`src/rtl/fft_radix2_butterfly.sv`:
```
// Two-stage radix-2 DIT butterfly: S1 forms A+P / A-P at 35 bits, S2 applies
// optional round-half-up halving and clamps to 32 bits, with ready/valid on both sides.
module fft_radix2_butterfly #(
  parameter int N_PAIRS = 512,
  parameter int CNT_W   = 9
) (
  input  logic               sys_clk_i,
  input  logic               rst_n_i,
  input  logic               in_valid_i,
  output logic               in_ready_o,
  input  logic signed [31:0] a_real_i,
  input  logic signed [31:0] a_imag_i,
  input  logic signed [33:0] p_real_i,
  input  logic signed [33:0] p_imag_i,
  input  logic               scale_i,
  input  logic               clr_sat_i,
  output logic               out_valid_o,
  input  logic               out_ready_i,
  output logic signed [31:0] x0_real_o,
  output logic signed [31:0] x0_imag_o,
  output logic signed [31:0] x1_real_o,
  output logic signed [31:0] x1_imag_o,
  output logic               out_last_o,
  output logic               sat_o
);

  localparam logic [CNT_W-1:0] LAST_CNT = CNT_W'(N_PAIRS - 1);

  logic                s1_valid;
  logic                s2_valid;
  logic                s1_adv;
  logic                s2_adv;
  logic                in_xfer;
  logic                out_xfer;
  logic signed [34:0]  a_re_x;
  logic signed [34:0]  a_im_x;
  logic signed [34:0]  p_re_x;
  logic signed [34:0]  p_im_x;
  logic signed [34:0]  s1_sum_re;
  logic signed [34:0]  s1_sum_im;
  logic signed [34:0]  s1_dif_re;
  logic signed [34:0]  s1_dif_im;
  logic                s1_scale;
  logic [31:0]         v_x0_re;
  logic [31:0]         v_x0_im;
  logic [31:0]         v_x1_re;
  logic [31:0]         v_x1_im;
  logic                hit_x0_re;
  logic                hit_x0_im;
  logic                hit_x1_re;
  logic                hit_x1_im;
  logic                pair_sat;
  logic                s2_sat;
  logic [CNT_W-1:0]    cnt;

  // Halving uses a 36-bit intermediate so x+1 can never wrap; bit 32 flags a clamp.
  function automatic logic [32:0] scale_sat(input logic signed [34:0] x, input logic sc);
    logic signed [35:0] xe;
    logic signed [35:0] v;
    logic [32:0]        r;
    xe = {x[34], x};
    if (sc) v = (xe + 36'sd1) >>> 1;
    else    v = xe;
    if (v > 36'sh0_7FFF_FFFF)      r = {1'b1, 32'h7FFF_FFFF};
    else if (v < -36'sh0_8000_0000) r = {1'b1, 32'h8000_0000};
    else                           r = {1'b0, v[31:0]};
    return r;
  endfunction

  assign a_re_x = {{3{a_real_i[31]}}, a_real_i};
  assign a_im_x = {{3{a_imag_i[31]}}, a_imag_i};
  assign p_re_x = {p_real_i[33], p_real_i};
  assign p_im_x = {p_imag_i[33], p_imag_i};

  assign s2_adv     = !s2_valid || out_ready_i;
  assign s1_adv     = !s1_valid || s2_adv;
  assign in_ready_o = s1_adv;
  assign in_xfer    = in_valid_i && s1_adv;
  assign out_xfer   = s2_valid && out_ready_i;

  assign out_valid_o = s2_valid;
  assign out_last_o  = s2_valid && (cnt == LAST_CNT);

  always_comb begin
    {hit_x0_re, v_x0_re} = scale_sat(s1_sum_re, s1_scale);
    {hit_x0_im, v_x0_im} = scale_sat(s1_sum_im, s1_scale);
    {hit_x1_re, v_x1_re} = scale_sat(s1_dif_re, s1_scale);
    {hit_x1_im, v_x1_im} = scale_sat(s1_dif_im, s1_scale);
    pair_sat = hit_x0_re | hit_x0_im | hit_x1_re | hit_x1_im;
  end

  always_ff @(posedge sys_clk_i) begin
    if (!rst_n_i) begin
      s1_valid  <= 1'b0;
      s1_sum_re <= '0;
      s1_sum_im <= '0;
      s1_dif_re <= '0;
      s1_dif_im <= '0;
      s1_scale  <= 1'b0;
    end else if (s1_adv) begin
      s1_valid <= in_valid_i;
      if (in_xfer) begin
        s1_sum_re <= a_re_x + p_re_x;
        s1_sum_im <= a_im_x + p_im_x;
        s1_dif_re <= a_re_x - p_re_x;
        s1_dif_im <= a_im_x - p_im_x;
        s1_scale  <= scale_i;
      end
    end
  end

  always_ff @(posedge sys_clk_i) begin
    if (!rst_n_i) begin
      s2_valid  <= 1'b0;
      s2_sat    <= 1'b0;
      x0_real_o <= '0;
      x0_imag_o <= '0;
      x1_real_o <= '0;
      x1_imag_o <= '0;
    end else if (s2_adv) begin
      s2_valid <= s1_valid;
      if (s1_valid) begin
        x0_real_o <= v_x0_re;
        x0_imag_o <= v_x0_im;
        x1_real_o <= v_x1_re;
        x1_imag_o <= v_x1_im;
        s2_sat    <= pair_sat;
      end
    end
  end

  // Frame position and sticky flag only move on an accepted output; set beats clear.
  always_ff @(posedge sys_clk_i) begin
    if (!rst_n_i) begin
      cnt   <= '0;
      sat_o <= 1'b0;
    end else begin
      if (out_xfer) begin
        if (cnt == LAST_CNT) cnt <= '0;
        else                 cnt <= cnt + CNT_W'(1);
      end
      if (out_xfer && s2_sat) sat_o <= 1'b1;
      else if (clr_sat_i)     sat_o <= 1'b0;
    end
  end

endmodule

```
`config.mk`:
```
export PLATFORM = sky130hd
export DESIGN_NAME = fft_radix2_butterfly
export DESIGN_NICKNAME = d
export VERILOG_FILES = /design/src/rtl/fft_radix2_butterfly.sv
export SDC_FILE = /design/constraint.sdc
export NUM_CORES = 1
export LEC_CHECK = 0
export CORE_MARGIN = 3
export CORE_UTILIZATION = 50
export DETAILED_ROUTE_END_ITERATION = 7
export GPL_ROUTABILITY_DRIVEN = 0
export MAX_ROUTING_LAYER = met4
export PLACE_DENSITY = 0.73
export SYNTH_ARGS = -nofsm -noshare
export SYNTH_HDL_FRONTEND = slang
export SYNTH_SLANG_ARGS = --single-unit
```
`constraint.sdc`:
```
create_clock -name sys_clk_i -period 4.7 [get_ports sys_clk_i]
set_input_delay 0.94 -clock sys_clk_i [delete_from_list [all_inputs] [get_ports sys_clk_i]]
set_output_delay 0.94 -clock sys_clk_i [all_outputs]
set_load 0.005 [all_outputs]
```
# --- Yosys cells after proc, flatten, opt, wreduce, memory -nomap -nowiden ---
# Index checks and enable logic that the tools add are counted.
op_classes:
  mux: 15
  add_sub_neg: 9
  n_reduce_logical: 11
  bitwise_logic: 3
  eq_ne: 1
  magnitude_cmp: 8
op_table:
  columns: ["operator", "count"]
  rows:
  - ["33-bit two-way mux", 8]
  - ["35-bit by 2-bit adder with 36-bit output (second input constant)", 4]
  - ["36-bit by 32-bit > comparator with 1-bit output (second input constant)", 4]
  - ["36-bit by 32-bit < comparator with 1-bit output (second input constant)", 4]
  - ["36-bit two-way mux", 4]
  - ["32-bit by 34-bit adder with 35-bit output", 2]
  - ["32-bit by 34-bit subtractor with 35-bit output", 2]
  - ["9-bit by 1-bit adder with 9-bit output (second input constant)", 1]
  - ["9-bit equality test (second input constant)", 1]
  - ["9-bit two-way mux", 1]
  - ["1-bit logical AND", 4]
  - ["2-bit AND reduction", 2]
  - ["1-bit bitwise OR", 3]
  - ["1-bit zero test", 2]
  - ["1-bit logical OR", 2]
  - ["1-bit two-way mux", 2]
  - ["2-bit nonzero test", 1]
word_totals:
  output_inout_bits: 132
  ff_bits: 282
  input_bits: 138
  wordCells: 61

# --- Logic depth before layout (Yosys ltp) ---
depth:
  depth_word: 8
  mapped_depth: 13
  mapped_depth_nobuf: 13

# --- Worst setup path after synthesis ---
# OpenSTA, ideal clock, no wires.
synth_timing:
  path_kind: "input -> register"
  startpoint: "in a_real_i[0]"
  endpoint: "reg s1_dif_re[34]"
  arrival_ps: 3516
  slack_ps: 1052
  path_buffers: 0
  cell_stages: 13
  path_cell_list: "inv_1 -> ha_1 -> fa_1 -> nor2b_1 -> o31a_1 -> o32ai_1 -> or4_1 -> a211oi_1 -> a22oi_1 -> o211ai_1 -> nand3_1 -> o211ai_1 -> o21ai_0"
synth_between:
  elab_chain_cells: 1
synth_lines:
  columns: ["item", "line_no", "rtl"]
  rows:
  - ["start, declared", "11", "input logic signed [31:0] a_real_i,"]
  - ["32-bit by 34-bit subtractor with 35-bit output", "105", "s1_dif_re <= a_re_x - p_re_x;"]
  - ["end signal, assigned", "105", null]
  - ["end, declared", "41", "logic signed [34:0] s1_dif_re;"]
# Every way passes these cells.
# A chain may end at the register's enable or synchronous reset.

# --- Final worst setup path ---
layout_timing:
  startpoint: "in p_imag_i[12]"
  endpoint: "reg s1_sum_im[32]"
layout_between:
  elab_chain_cells: 1
layout_lines:
  columns: ["item", "line_no", "rtl"]
  rows:
  - ["start, declared", "14", "input logic signed [33:0] p_imag_i,"]
  - ["32-bit by 34-bit adder with 35-bit output", "104", "s1_sum_im <= a_im_x + p_im_x;"]
  - ["end signal, assigned", "104", null]
  - ["end, declared", "40", "logic signed [34:0] s1_sum_im;"]
# Every way passes these cells.

==> results.md <==
- For the final routed database, the setup TNS stands at 0 ns.
- The final max-slew violation count is 0.
- Of all cell types, the one taking the most synthesized area is sky130_fd_sc_hd__dfxtp_1.
- The combinational family with the most area after synthesis is compound AO/OA/AOI/OAI gates.
- The internal power of the cells totals 4.98 mW.
- STA puts the critical path data arrival time at 4.53 ns.
- For this run, asynchronously set or reset flops after synthesis account for 0%.
- Synthesis instantiated 82 different standard cells from the library.
- The HPWL reported at the end of detailed placement is 52800 um.
- The share of post-route cells with drive strength above 1 is 4.91%.
- The synthesized netlist devotes 8.85% of its cell area to adder and majority cells.
- The pre-antenna-repair detailed-routing pass consisted of 6 iterations.
- Counting the fill cells in the layout gives 3842.
- The clock network fraction of total power is 31.7%.
- Counting every net in the synthesized netlist gives 3156.
- The via-per-instance ratio is 6.25.
- In this run switching power makes up 34.6% of total power.
- The post-layout minimum cycle time is 4.02 ns.
- The largest stage delay on the critical path is 0.61 ns.
- After technology mapping, the gate count stands at 2872.
- Summing the areas of all and, or, nand and nor instances in the mapped netlist gives 21.1% of the synthesized area.
- In this run the vertical extent of the chip is 211 um.
- During synthesis, Yosys emitted a total of 0 warnings.
- For this run, design rule violations remaining after detail routing come to 0.
- The TritonCTS clock tree is built.
- After synthesis, the share of cell area in mux cells is 1.96%.
- The global route total overflow is 0.
- The overall track demand over capacity in global routing is 30.5%.
- Derived from the worst setup path, the maximum achievable clock frequency is 249 MHz.
- Summed over its instances, the top area cell type makes up 26.7% of the synthesized netlist area.
- Summing the areas of all xor and xnor instances in the mapped netlist gives 5.30% of the synthesized area.
- The clock-pin slew on the worst setup and hold paths is 0.06 ns.
- The full die area is 44400 um^2.
- Walking the worst path, the cells encountered are clkdlybuf4s50_1 -> inv_1 -> ha_1 -> or4_1 -> nor4_1 -> and3_1 -> o21ai_0 -> a21oi_1 -> o211ai_1 -> a211oi_1 -> o211ai_1 -> a21oi_1.
- In this run the number of H-tree levels came out at 1.
- Along the worst path, the maximum fanout reaches 10.
- The count of hold-fix buffers inserted at cts is 0.
- The post-route antenna net violation count is 0.
- The leading cell type in the layout, fill and taps excluded is sky130_fd_sc_hd__a21oi_1.
- The via count of the first global-routing pass was 19800.
- The via count is 22300.
- The area added between synthesis and finish is 18.9%.
- The worst-margin pin slew is 1.15 ns.
- For this run, the leading register cell type out of synthesis is sky130_fd_sc_hd__dfxtp_1.
- For this configuration, the core starts out at a cell density of 51.0%.
- VDD sags by at most 0.295 mV.
- The setup check on the worst reg-to-reg path leaves a slack of 0.89 ns.
- The maximum buffer depth of the clock tree is 3.
- Data on the critical path is required at its endpoint by 5.21 ns.
- The global-route wire length before repair is 108000 um.
- After floorplanning, the core was sized to cover 41100 um^2.
- The hold violation total from the final report is 0.
- The first routing iteration left 2650 violations.
- Sorting the synthesized cells by area gives the leading types as sky130_fd_sc_hd__dfxtp_1, sky130_fd_sc_hd__a21oi_1, sky130_fd_sc_hd__ha_1.
- The element type at the critical path end is a flip-flop.
- The netlist area before placement is 21000 um^2.
- Input and output buffers added on the ports amount to 269.
- The number of clock buffers added by TritonCTS is 30.
- The number of violations of the max-capacitance limit is 0.
- The number of buffers added for setup after CTS is 0.
- Clock latency on the worst-skew pair, taken at its later pin, is 0.59 ns.
- The worst hold path belongs to the class flip-flop to flip-flop.
- The overall routed net length is 69600 um.
- For this design, the sink count on the clock tree is 280.
- The sequential group share of total power is 38.4%.
- The post-synthesis compound-gate area fraction is 29.5%.
- The final layout contains 3293 nets.
- The relative slew slack is 22.9%.
- The register area is 5610 um^2.
- Summed over all cells, the static leakage comes to 9.59 nW.
- Combinational cells account for 29.9% of the total power.
- Across all hold checks on the routed design, the worst slack comes to 0.457 ns.
- The clock tree root driver cell is sky130_fd_sc_hd__clkbuf_16.
- For this design, the slowest cell found on the critical path is sky130_fd_sc_hd__or4_1.
- Across the routed clock network, the largest skew measured is 0.0237 ns.
- Setup violations remaining at the end of the flow were counted as 0.
- The nature of the critical path startpoint is a primary input.
- The power density over the cells is 306 nW/um^2.
- The average routed wire per standard cell is 19.5 um.
- During I/O placement, the number of pins put on the boundary was 270.
- The run finished with clean final reports.
- Summing all multi-input logic gate instances after layout gives 14000 um^2.
- Synthesis inferred 280 register bits.
- Leaving out fill and tap cells, the most frequent cells in the layout are sky130_fd_sc_hd__a21oi_1, sky130_fd_sc_hd__nor2_1, sky130_fd_sc_hd__dfxtp_1, sky130_fd_sc_hd__clkdlybuf4s50_1, sky130_fd_sc_hd__nand2_1.
- The largest net degree at the start of global routing is 136.
- The net switching power of the design is 2.64 mW.
- The initial antenna violation count is 2.
- The portion of the clock cycle consumed by the worst path in the final layout is 85.6%.
- Averaged over all synthesized cells, the footprint is 7.30 um^2.
- In this run, post-CTS repair resized a total of 0 instances.
- Setup repair after global routing left no endpoint under its margin.
- Yosys mapped a number of flops with a built-in enable equal to 0.
- The width of the chip is 211 um.
- Sequential cells were found to cover 26.7% of the synthesized design area.
- The floorplan has 74 rows.
- The type of the worst setup path is primary input to flip-flop.
-- power by group through the flow --
| stage | clock network, mW | logic (mW) | registers (mW) |
|---|---|---|---|
| 2_1_floorplan | 0 | 1.45 | 2.82 |
| 3_3_place_gp | 0 | 2.16 | 2.94 |
| 3_5_place_dp | 0 | 2.21 | 2.96 |
| 4_1_cts | 2.44 | 2.22 | 2.90 |
| 5_1_grt | 2.53 | 2.47 | 2.95 |
| 6_report | 2.42 | 2.28 | 2.92 |
-- layout make-up --
type	instances	share of cell area, %
clock buffer	40	3.49
sequential	280	22.5
tap	532	2.67
timing repair buffer	307	12.1
multi-input combinational	2233	56.3
clock inverter	15	0.542
inverter	157	2.37
antenna	2	0.0201
-- Yosys cell counts (40+ instances only) --
| master | number |
|---|---|
| sky130_fd_sc_hd__mux2i_1 | 40 |
| sky130_fd_sc_hd__nand4_1 | 43 |
| sky130_fd_sc_hd__a211oi_1 | 116 |
| sky130_fd_sc_hd__nand2_1 | 222 |
| sky130_fd_sc_hd__a21oi_1 | 358 |
| sky130_fd_sc_hd__nor3_1 | 63 |
| sky130_fd_sc_hd__dfxtp_1 | 280 |
| sky130_fd_sc_hd__o21ai_0 | 151 |
| sky130_fd_sc_hd__inv_1 | 153 |
| sky130_fd_sc_hd__o22ai_1 | 69 |
| sky130_fd_sc_hd__nor2_1 | 327 |
| sky130_fd_sc_hd__nand3_1 | 96 |
| sky130_fd_sc_hd__ha_1 | 142 |
| sky130_fd_sc_hd__xnor2_1 | 101 |
| sky130_fd_sc_hd__clkbuf_1 | 178 |
-- registers in the layout, indices dropped and copies added (netlist names) --
| register | count |
|---|---|
| cnt | 9 |
| out_valid_o | 1 |
| s1_dif_im | 34 |
| s1_dif_re | 35 |
| s1_scale | 1 |
| s1_sum_im | 35 |
| s1_sum_re | 34 |
| s1_valid | 1 |
| s2_sat | 1 |
| sat_o | 1 |
| x0_imag_o | 32 |
| x0_real_o | 32 |
| x1_imag_o | 32 |
| x1_real_o | 32 |
-- worst max-delay path, delay by kind of cell --
family          cells  cell delay, ns
fa+ha+maj           1            0.40
compound gates      6            1.42
simple gates        3            1.24
buf+inv             2            0.53
-- metal layers --
layer  up-vias  wire (um)  global-route usage [%]
met5         -          0                       -
met2      1169      27500                    41.4
met3        91       7790                    5.51
li1      10700          -                       -
met1     10300      33000                    46.7
met4         0       1260                    6.10
-- kinds of logic after synthesis --
| group | Yosys count |
|---|---|
| simple gates | 943 |
| buf+inv | 359 |
| mux | 41 |
| fa+ha+maj | 146 |
| xor+xnor | 127 |
| flops | 280 |
| compound gates | 976 |
-- worst paths after layout --
path	start	end	depth (start not counted)
max	p_imag_i[12]	s1_sum_im[32]$_SDFFE_PN0P_	12
min	x1_real_o[31]$_SDFFE_PN0P_	x1_real_o[31]$_SDFFE_PN0P_	2
max reg2reg	s1_sum_im[0]$_SDFFE_PN0P_	s2_sat$_SDFFE_PN0P_	11
min reg2reg	x1_real_o[31]$_SDFFE_PN0P_	x1_real_o[31]$_SDFFE_PN0P_	2
-- stage by stage --
stage	utilization, %	cell area, um^2	instances	total power [mW]	setup slack (ns)
2_1_floorplan	-	21000	2872	4.27	1.05
4_1_cts	60.6	24900	3564	7.57	0.773
6_report	60.7	24900	3566	7.62	0.677
3_3_place_gp	58.2	23900	3509	5.10	0.340
3_5_place_dp	58.2	23900	3509	5.16	0.200
5_1_grt	60.7	24900	3566	7.95	0.495
Power figures use the tool's default switching activity.
